$ cat config.mk
export PLATFORM = sky130hd
export DESIGN_NAME = irq_ctrl
export DESIGN_NICKNAME = d
export VERILOG_FILES = /design/src/rtl/irq_ctrl.sv
export SDC_FILE = /design/constraint.sdc
export NUM_CORES = 1
export LEC_CHECK = 0
export CORE_MARGIN = 1
export CORE_UTILIZATION = 50
export CTS_CLUSTER_DIAMETER = 150
export DETAILED_ROUTE_END_ITERATION = 10
export GPL_ROUTABILITY_DRIVEN = 0
export PLACE_DENSITY_LB_ADDON = 0.25
export SLEW_MARGIN = 25
export SYNTH_ARGS = -nofsm -noshare
export SYNTH_HDL_FRONTEND = slang
export SYNTH_SLANG_ARGS = --single-unit
$ cat constraint.sdc
create_clock -name clk -period 11.2 [get_ports clk]
set_clock_uncertainty 0.05 [all_clocks]
set_input_delay 1.12 -clock clk [delete_from_list [all_inputs] [get_ports clk]]
set_output_delay 1.12 -clock clk [all_outputs]
set_load 0.005 [all_outputs]
$ cat src/rtl/irq_ctrl.sv
// 68000-style autovectored interrupt controller for four level-triggered sources.
// Latency: irq_n to ipl_n 3 edges; iack_req to vec/ack_src strobe 2 edges.
// Backpressure: none; one response per acknowledge cycle, re-armed once iack_req drops.
module irq_ctrl #(
  parameter logic [7:0] VEC_BASE = 8'h40,
  parameter logic [7:0] SPUR_VEC = 8'h18
) (
  input  logic       clk,
  input  logic       rst,
  input  logic [3:0] irq_n,
  output logic [2:0] ipl_n,
  input  logic       iack_req,
  input  logic [2:0] iack_lvl,
  output logic [7:0] vec,
  output logic       vec_valid,
  output logic [3:0] ack_src,
  input  logic       cfg_we,
  input  logic [1:0] cfg_addr,
  input  logic [7:0] cfg_wdata,
  output logic [7:0] cfg_rdata
);

  typedef enum logic [1:0] {IDLE, LOOKUP, RESP, WAIT} state_t;

  state_t     state_q, state_d;
  logic [3:0] mask_q;
  logic [2:0] lvl_q [4];
  logic [3:0] sync1_q, sync2_q;
  logic [2:0] ipl_q, ipl_d;
  logic [2:0] cap_lvl_q, cap_lvl_d;
  logic [7:0] vec_q, vec_d;
  logic       vld_q, vld_d;
  logic [3:0] ack_q, ack_d;

  logic [3:0] pend;
  logic [2:0] eff_lvl;
  logic       hit;
  logic [1:0] hit_idx;
  logic       unused_wdata;

  // Bits 7 and 3 of the write data have no storage behind them.
  assign unused_wdata = ^{cfg_wdata[7], cfg_wdata[3]};

  // Two-flop synchronizer for the asynchronous request lines; idle level is high.
  always_ff @(posedge clk) begin
    if (rst) begin
      sync1_q <= 4'hF;
      sync2_q <= 4'hF;
    end else begin
      sync1_q <= irq_n;
      sync2_q <= sync1_q;
    end
  end

  // Configuration registers: mask and per-source priority level.
  always_ff @(posedge clk) begin
    if (rst) begin
      mask_q <= '0;
      for (int i = 0; i < 4; i++) lvl_q[i] <= '0;
    end else if (cfg_we) begin
      case (cfg_addr)
        2'd0: mask_q <= cfg_wdata[3:0];
        2'd2: begin
          lvl_q[0] <= cfg_wdata[2:0];
          lvl_q[1] <= cfg_wdata[6:4];
        end
        2'd3: begin
          lvl_q[2] <= cfg_wdata[2:0];
          lvl_q[3] <= cfg_wdata[6:4];
        end
        default: ;
      endcase
    end
  end

  // Combinational register read-back.
  always_comb begin
    cfg_rdata = 8'h00;
    case (cfg_addr)
      2'd0: cfg_rdata = {4'b0, mask_q};
      2'd1: cfg_rdata = {4'b0, pend};
      2'd2: cfg_rdata = {1'b0, lvl_q[1], 1'b0, lvl_q[0]};
      2'd3: cfg_rdata = {1'b0, lvl_q[3], 1'b0, lvl_q[2]};
      default: cfg_rdata = 8'h00;
    endcase
  end

  // Pending sources and the highest pending level; a level of 0 disables a source.
  always_comb begin
    eff_lvl = 3'd0;
    for (int i = 0; i < 4; i++) begin
      pend[i] = ~sync2_q[i] & mask_q[i] & (lvl_q[i] != 3'd0);
      if (pend[i] && (lvl_q[i] > eff_lvl)) eff_lvl = lvl_q[i];
    end
    ipl_d = ~eff_lvl;
  end

  // Lowest-index pending source at the captured level; scanning downward lets index 0 win ties.
  always_comb begin
    hit     = 1'b0;
    hit_idx = 2'd0;
    for (int i = 3; i >= 0; i--) begin
      if (pend[i] && (lvl_q[i] == cap_lvl_q)) begin
        hit     = 1'b1;
        hit_idx = 2'(i);
      end
    end
  end

  // Acknowledge FSM next state; the response is registered so it appears during RESP.
  always_comb begin
    state_d   = state_q;
    cap_lvl_d = cap_lvl_q;
    vec_d     = vec_q;
    vld_d     = 1'b0;
    ack_d     = 4'b0;
    case (state_q)
      IDLE: begin
        if (iack_req) begin
          state_d   = LOOKUP;
          cap_lvl_d = iack_lvl;
        end
      end
      LOOKUP: begin
        state_d = RESP;
        vld_d   = 1'b1;
        if (hit) begin
          vec_d = VEC_BASE + {6'b0, hit_idx};
          ack_d = 4'b0001 << hit_idx;
        end else begin
          vec_d = SPUR_VEC;
        end
      end
      RESP:    state_d = WAIT;
      WAIT:    if (!iack_req) state_d = IDLE;
      default: state_d = IDLE;
    endcase
  end

  // State, output and priority registers.
  always_ff @(posedge clk) begin
    if (rst) begin
      state_q   <= IDLE;
      cap_lvl_q <= '0;
      vec_q     <= 8'h00;
      vld_q     <= 1'b0;
      ack_q     <= 4'b0;
      ipl_q     <= 3'b111;
    end else begin
      state_q   <= state_d;
      cap_lvl_q <= cap_lvl_d;
      vec_q     <= vec_d;
      vld_q     <= vld_d;
      ack_q     <= ack_d;
      ipl_q     <= ipl_d;
    end
  end

  assign ipl_n     = ipl_q;
  assign vec       = vec_q;
  assign vec_valid = vld_q;
  assign ack_src   = ack_q;

endmodule

==> metrics.yaml, run 1 <==
r2r_cells: 18
relSlewSlack: 0.6043
wirelength_mm: 4.493
wire_per_inst_um: 14.22
via_count: 1674
track_usage: 0.2033
first_global_vias: 1688
postCtsResizedCells: 0
io-pin-count: 45
rsz0062_at_grt: "no"
drive_gt1_frac: 0.1212
layout_commonest_cell: "clkdlybuf4s50_1"
cp_slowest_cell: "dfxtp_1"
final_cell_mix: "clkdlybuf4s50_1 (39), dfxtp_1 (29), nor2_1 (18)"
worst_hold_path.endpoint: "sync2_q[0]"
status: "finished clean"
rr_endpoint: "ipl_n[1]"
netlist_area_sq_um: 2313
cts_hold_buf: 0
worstHoldStart: "sync1_q[0]"
period_needed_ps: 4719
antenna_found_initial: 0
maxCapViolCount: 0
cts_root_buffer: "clkbuf_8"
synthFlopType: "dfxtp_1"
finalSetupTns_ps: 0
timing.hold.ws_ps: 363.1
drtAntennaViolNets: 0
cts_inserted_buffers: 5
cts_setup_buffers: 0
grt_pass1_wl_mm: 7.948
tightestPinTransition_ps: 592.3
n_antenna_cell: 0
reg2reg_slack_ps: 6480
synth_edf_count: 12
dieWidth_um: 70.02
grt_max_degree: 33
cp_cell_sequence: "nor2b_1 > nand2_1 > ha_1 > nor2b_1 > o21a_1 > o211a_4 > mux2i_1 > inv_1 > ha_1 > nor2b_1 > o21a_1 > o211ai_2 > mux2_4 > ha_1 > and3_1 > a211oi_4 > nor3_1 > a221oi_1"
initial_utilization: 0.5241
synth_cells: 226
post-route-drc-count: 0
critPathLaunchType: "register"
path_clk_slew_ps: 80
vias_per_cell: 5.297
crit_path_max_fanout: 7
end_kind: "register"
fmax_mhz: 211.9
irDropWorstVdd_uv: 87.01
cts_sinks: 41
ys_seq_elements: 41
crit_arrival_ps: 4860
clkLatencyLatePin_ps: 290
cts_tree: "done"
yosysUniqueCellTypes: 47
hold_depth: 1
power_density_nw_per_um2: 139.6
placementRows: 24
final_max_slew_viol_count: 0
fin_nets: 298
clock_path_buffers: 2
ys_warn_count: 0
slowest_delay_ps: 370
first_pass_iters: 4
worstSetupPathType: "register to register"
cts_max_level: 2
port_buffers: 39
p_leak_nw: 1.086
area_delta_synth_final_pct: 21.36
dieArea_sq_um: 4903
dieHeight_um: 70.02
dp_hpwl_mm: 3.431
final.period_utilization: 0.4213
drt_iter0_markers: 47
reg2reg_from: "mask_q[0]"
placeableCoreArea_sq_um: 4414
setup_viol_count_final: 0
grt-ovfl-total: 0
p_total_mw: 0.3919
async_reset_ff_frac: 0
finalHoldViolCount: 0
holdCritPathClass: "register to register"
yosysSeqAreaShare: 0.4067
required_ps: 11340
syn_area_per_cell_sq_um: 10.24
flip-flops by register name, indices dropped and copies added (netlist names):
signal and count:
vec 4, vec_valid 1, sync2_q 4, mask_q 4
ack_src 4, sync1_q 4, ipl_n 3, cap_lvl_q 3
lvl_q 12, state_q 2
layout make-up:
class                      instances  area [sq um]
clock inverter                     1         6.256
sequential                        41         940.9
multi-input combinational        161          1259
inverter                          14         52.55
clock buffer                       7         86.33
tap                               52         65.06
timing repair buffer              40         397.9
fill                             371          1607
worst max-delay path by stage:
stage | startpoint | to | slack [ps] | depth (start not counted)
after floorplan | mask_q[0] | ipl_n[1] | 6990 | 18
after global placement | mask_q[0] | ipl_n[1] | 6580 | 18
after detailed placement | mask_q[0] | ipl_n[1] | 6510 | 18
after CTS | mask_q[0] | ipl_n[1] | 6480 | 18
after global routing | mask_q[0] | ipl_n[1] | 6110 | 18
final | mask_q[0] | ipl_n[1] | 6480 | 18
worst max-delay path: cells and delay by family, from the launching register on:
| family | cells | cell delay (ps) |
|---|---|---|
| muxes | 2 | 630 |
| adders and majority gates | 3 | 850 |
| buffers and inverters | 1 | 100 |
| DFF | 1 | 370 |
| AOI/OAI and AO/OA | 6 | 1560 |
| and+or+nand+nor | 6 | 1050 |
metal layers:
metal | track usage | vias to the layer above | routed length, um
li1 | - | 844 | -
met1 | 0.2505 | 787 | 2016
met2 | 0.3632 | 39 | 2309
met3 | 0.04185 | 4 | 136
met4 | 0.04667 | 0 | 30
met5 | 0 | - | 0
where the power goes:
group          internal, mW  switching [mW]
clock                0.0503          0.0503
combinational        0.0557          0.0483
sequential            0.170          0.0175
stage by stage:
stage                       util  area, sq um  setup slack [ps]  instances
final                     0.6361         2808              6481        316
after global routing      0.6361         2808              6111        316
after CTS                 0.6361         2808              6480        316
after detailed placement  0.6151         2715              6506        308
after global placement    0.6151         2715              6585        308
after floorplan                -         2325              6992        229
synthesized netlist by cell type, types with 2 or more instances:
cell	count	area, sq um
a211oi_1	2	15.01
a21oi_1	5	25.02
a221oi_1	2	17.52
and2_1	15	93.84
buf_2	4	20.02
buf_4	5	37.54
clkbuf_1	3	11.26
dfxtp_1	29	580.6
edfxtp_1	12	360.4
ha_1	14	175.2
inv_1	14	52.55
mux2_4	2	30.03
mux2i_1	13	130.1
mux4_2	3	67.56
nand2_1	12	45.04
nand2b_1	2	12.51
nand3_1	8	40.04
nor2_1	18	67.56
nor2b_1	10	62.56
nor3_1	5	25.02
nor3b_2	2	25.02
nor4b_1	2	17.52
o21a_1	2	15.01
o21ai_1	3	15.01
or2_2	8	50.05
xnor2_1	8	70.07
xor2_1	3	26.28
cell families after synthesis:
family | after synthesis | synth area share
AO/OA/AOI/OAI | 25 | 0.1022
XOR/XNOR | 11 | 0.04165
adder cells (fa/ha/maj) | 14 | 0.07572
buffers and inverters | 27 | 0.05408
flip-flops | 41 | 0.4067
multiplexers | 18 | 0.09843
other | 1 | 0.001621
AND/OR/NAND/NOR | 89 | 0.2196
(Power assumes the default switching activity.)
==> run 2, diff against run 1 <==
==> constraint.sdc (replaced) <==
create_clock -name clk -period 4.4 [get_ports clk]
set_clock_uncertainty 0.05 [all_clocks]
set_input_delay 0.44 -clock clk [delete_from_list [all_inputs] [get_ports clk]]
set_output_delay 0.44 -clock clk [all_outputs]
set_load 0.005 [all_outputs]
==> metrics.yaml, run 2 (synthesis results as in run 1) <==
status: "finished clean"
clock_path_buffers: 2  # unchanged
post-route-drc-count: 0  # unchanged
slowest_delay_ps: 470  # +100 ps
end_kind: "register"
final.period_utilization: 0.9500  # +0.5287
port_buffers: 39  # unchanged
dieHeight_um: 70.02  # unchanged
fmax_mhz: 239.2  # +13%
largest_register_ff_count: 12  # unchanged
cts_inserted_buffers: 5  # unchanged
irDropWorstVdd_uv: 210.3  # +140%
layout.cells.non_filler: 323  # +2.2%
vias_per_cell: 5.350  # +0.99%
drive_gt1_frac: 0.1624  # +0.04115
dieWidth_um: 70.02  # unchanged
crit_family: "compound AO/OA/AOI/OAI gates"
place_ws_ps: 154.8  # -6351 ps
r2r_cells: 19  # +1
worstSetupPathType: "register to register"
setup_viol_count_final: 0  # unchanged
worst_hold_path.endpoint: "sync2_q[2]"
initial_utilization: 0.5241  # unchanged
antenna_found_initial: 0  # unchanged
placeableCoreArea_sq_um: 4414  # unchanged
grt-ovfl-total: 0  # unchanged
reg2reg_slack_ps: 220  # -6260 ps
holdCritPathClass: "register to register"
first_global_vias: 1687  # -0.059%
cpMostUsedCell: "nor2b_1"
largest-register: "lvl_q"
wire_per_inst_um: 14.03  # -1.3%
first_pass_iters: 4  # unchanged
track_usage: 0.2054  # +0.002090
power_density_nw_per_um2: 347.8  # +150%
worstHoldStart: "sync1_q[2]"
cts_hold_buf: 0  # unchanged
clkLatencyLatePin_ps: 300  # about the same
required_ps: 4540  # -6800 ps
rsz0062_at_grt: "no"
cts_sinks: 41  # unchanged
cp_slowest_cell: "edfxtp_1"
cts_max_level: 2  # unchanged
io-pin-count: 45  # unchanged
finalHoldViolCount: 0  # unchanged
placementRows: 24  # unchanged
cts_root_buffer: "clkbuf_8"
rr_endpoint: "ipl_n[1]"
drt_iter0_markers: 63  # +34%
wirelength_mm: 4.531  # +0.85%
crit_arrival_ps: 4320  # -540 ps
path_buf_inv: 2  # +1
period_needed_ps: 4180  # -538.6 ps
final_max_slew_viol_count: 0  # unchanged
tightestPinTransition_ps: 869.4  # +277.1 ps
grt_pass1_wl_mm: 7.879  # -0.87%
via_count: 1728  # +3.2%
relSlewSlack: 0.4186  # -0.1857
drtAntennaViolNets: 0  # unchanged
critPathLaunchType: "register"
area_delta_synth_final_pct: 25.58
hold_depth: 1  # unchanged
reg2reg_from: "lvl_q[0][1]"
worst_slack_ps: 220.0  # -6261 ps
layout_commonest_cell: "clkdlybuf4s50_1"
placed_cells: 314  # +1.9%
n_antenna_cell: 0  # unchanged
path_clk_slew_ps: 80  # about the same
p_leak_nw: 1.130  # +4.0%
grt_max_degree: 24  # -27%
dieArea_sq_um: 4903  # unchanged
maxCapViolCount: 0  # unchanged
final_cell_mix: "clkdlybuf4s50_1 (39), dfxtp_1 (28), nor2_1 (18)"
cts_tree: "done"
dp_hpwl_mm: 3.521  # +2.6%
crit_path_max_fanout: 6  # -1
finalSetupTns_ps: 0  # unchanged
fin_nets: 305  # +2.3%
cp_cell_sequence: "nand2_1 > ha_4 > nor2b_1 > o21a_1 > o211a_4 > mux2i_2 > inv_1 > ha_1 > nor2b_1 > o21a_1 > o211ai_4 > mux2_4 > ha_1 > nor2b_1 > o21ai_1 > a211oi_4 > buf_6 > nor4b_1 > a221oi_1"
-- run 2: how the worst max path moves through the flow --
stage | startpoint | to | slack (ps) | cells after the start
floorplan | mask_q[0] | ipl_n[1] | 190 | 18
global placement | mask_q[0] | ipl_n[1] | 230 | 19
detailed placement | mask_q[0] | ipl_n[1] | 150 | 19
CTS | mask_q[0] | ipl_n[1] | 120 | 19
global route | lvl_q[0][1] | ipl_n[2] | 3 | 19
finish | lvl_q[0][1] | ipl_n[1] | 220 | 19
-- run 2: area by class of cell --
| type | instances | area (sq um) |
|---|---|---|
| clock buffer | 6 | 82.58 |
| multi-input combinational | 161 | 1296 |
| fill | 356 | 1509 |
| timing repair buffer | 47 | 454.2 |
| tap | 52 | 65.06 |
| inverter | 14 | 52.55 |
| clock inverter | 2 | 12.51 |
| sequential | 41 | 942.2 |
-- run 2: metrics by stage --
step	util	cell area (sq um)	total power [mW]	hold WS, ps
global route	0.6582	2905	1.075	376.2
global placement	0.6253	2760	0.7445	342.5
finish	0.6582	2905	1.010	362.7
floorplan	-	2325	0.6586	339.5
CTS	0.6468	2855	1.014	364.0
detailed placement	0.6253	2760	0.7545	345.3
-- run 2: what timing repair did --
action / in CTS / in global routing
setup buffers: 0 / 1
hold endpoints to repair: 0 / 0
gates resized for setup: 0 / 8
endpoints found under the setup margin: 0 / 3
-- run 2: layer usage --
metal | share of wire | track usage
met5 | 0 | 0
met4 | 0.013 | 0.06667
met3 | 0.040 | 0.04762
met2 | 0.50 | 0.3387
met1 | 0.45 | 0.2659
-- run 2: where the power goes --
part           total (mW)  switching (mW)  internal [mW]
registers           0.476          0.0435          0.432
clock network       0.263           0.136          0.127
logic               0.271           0.127          0.144
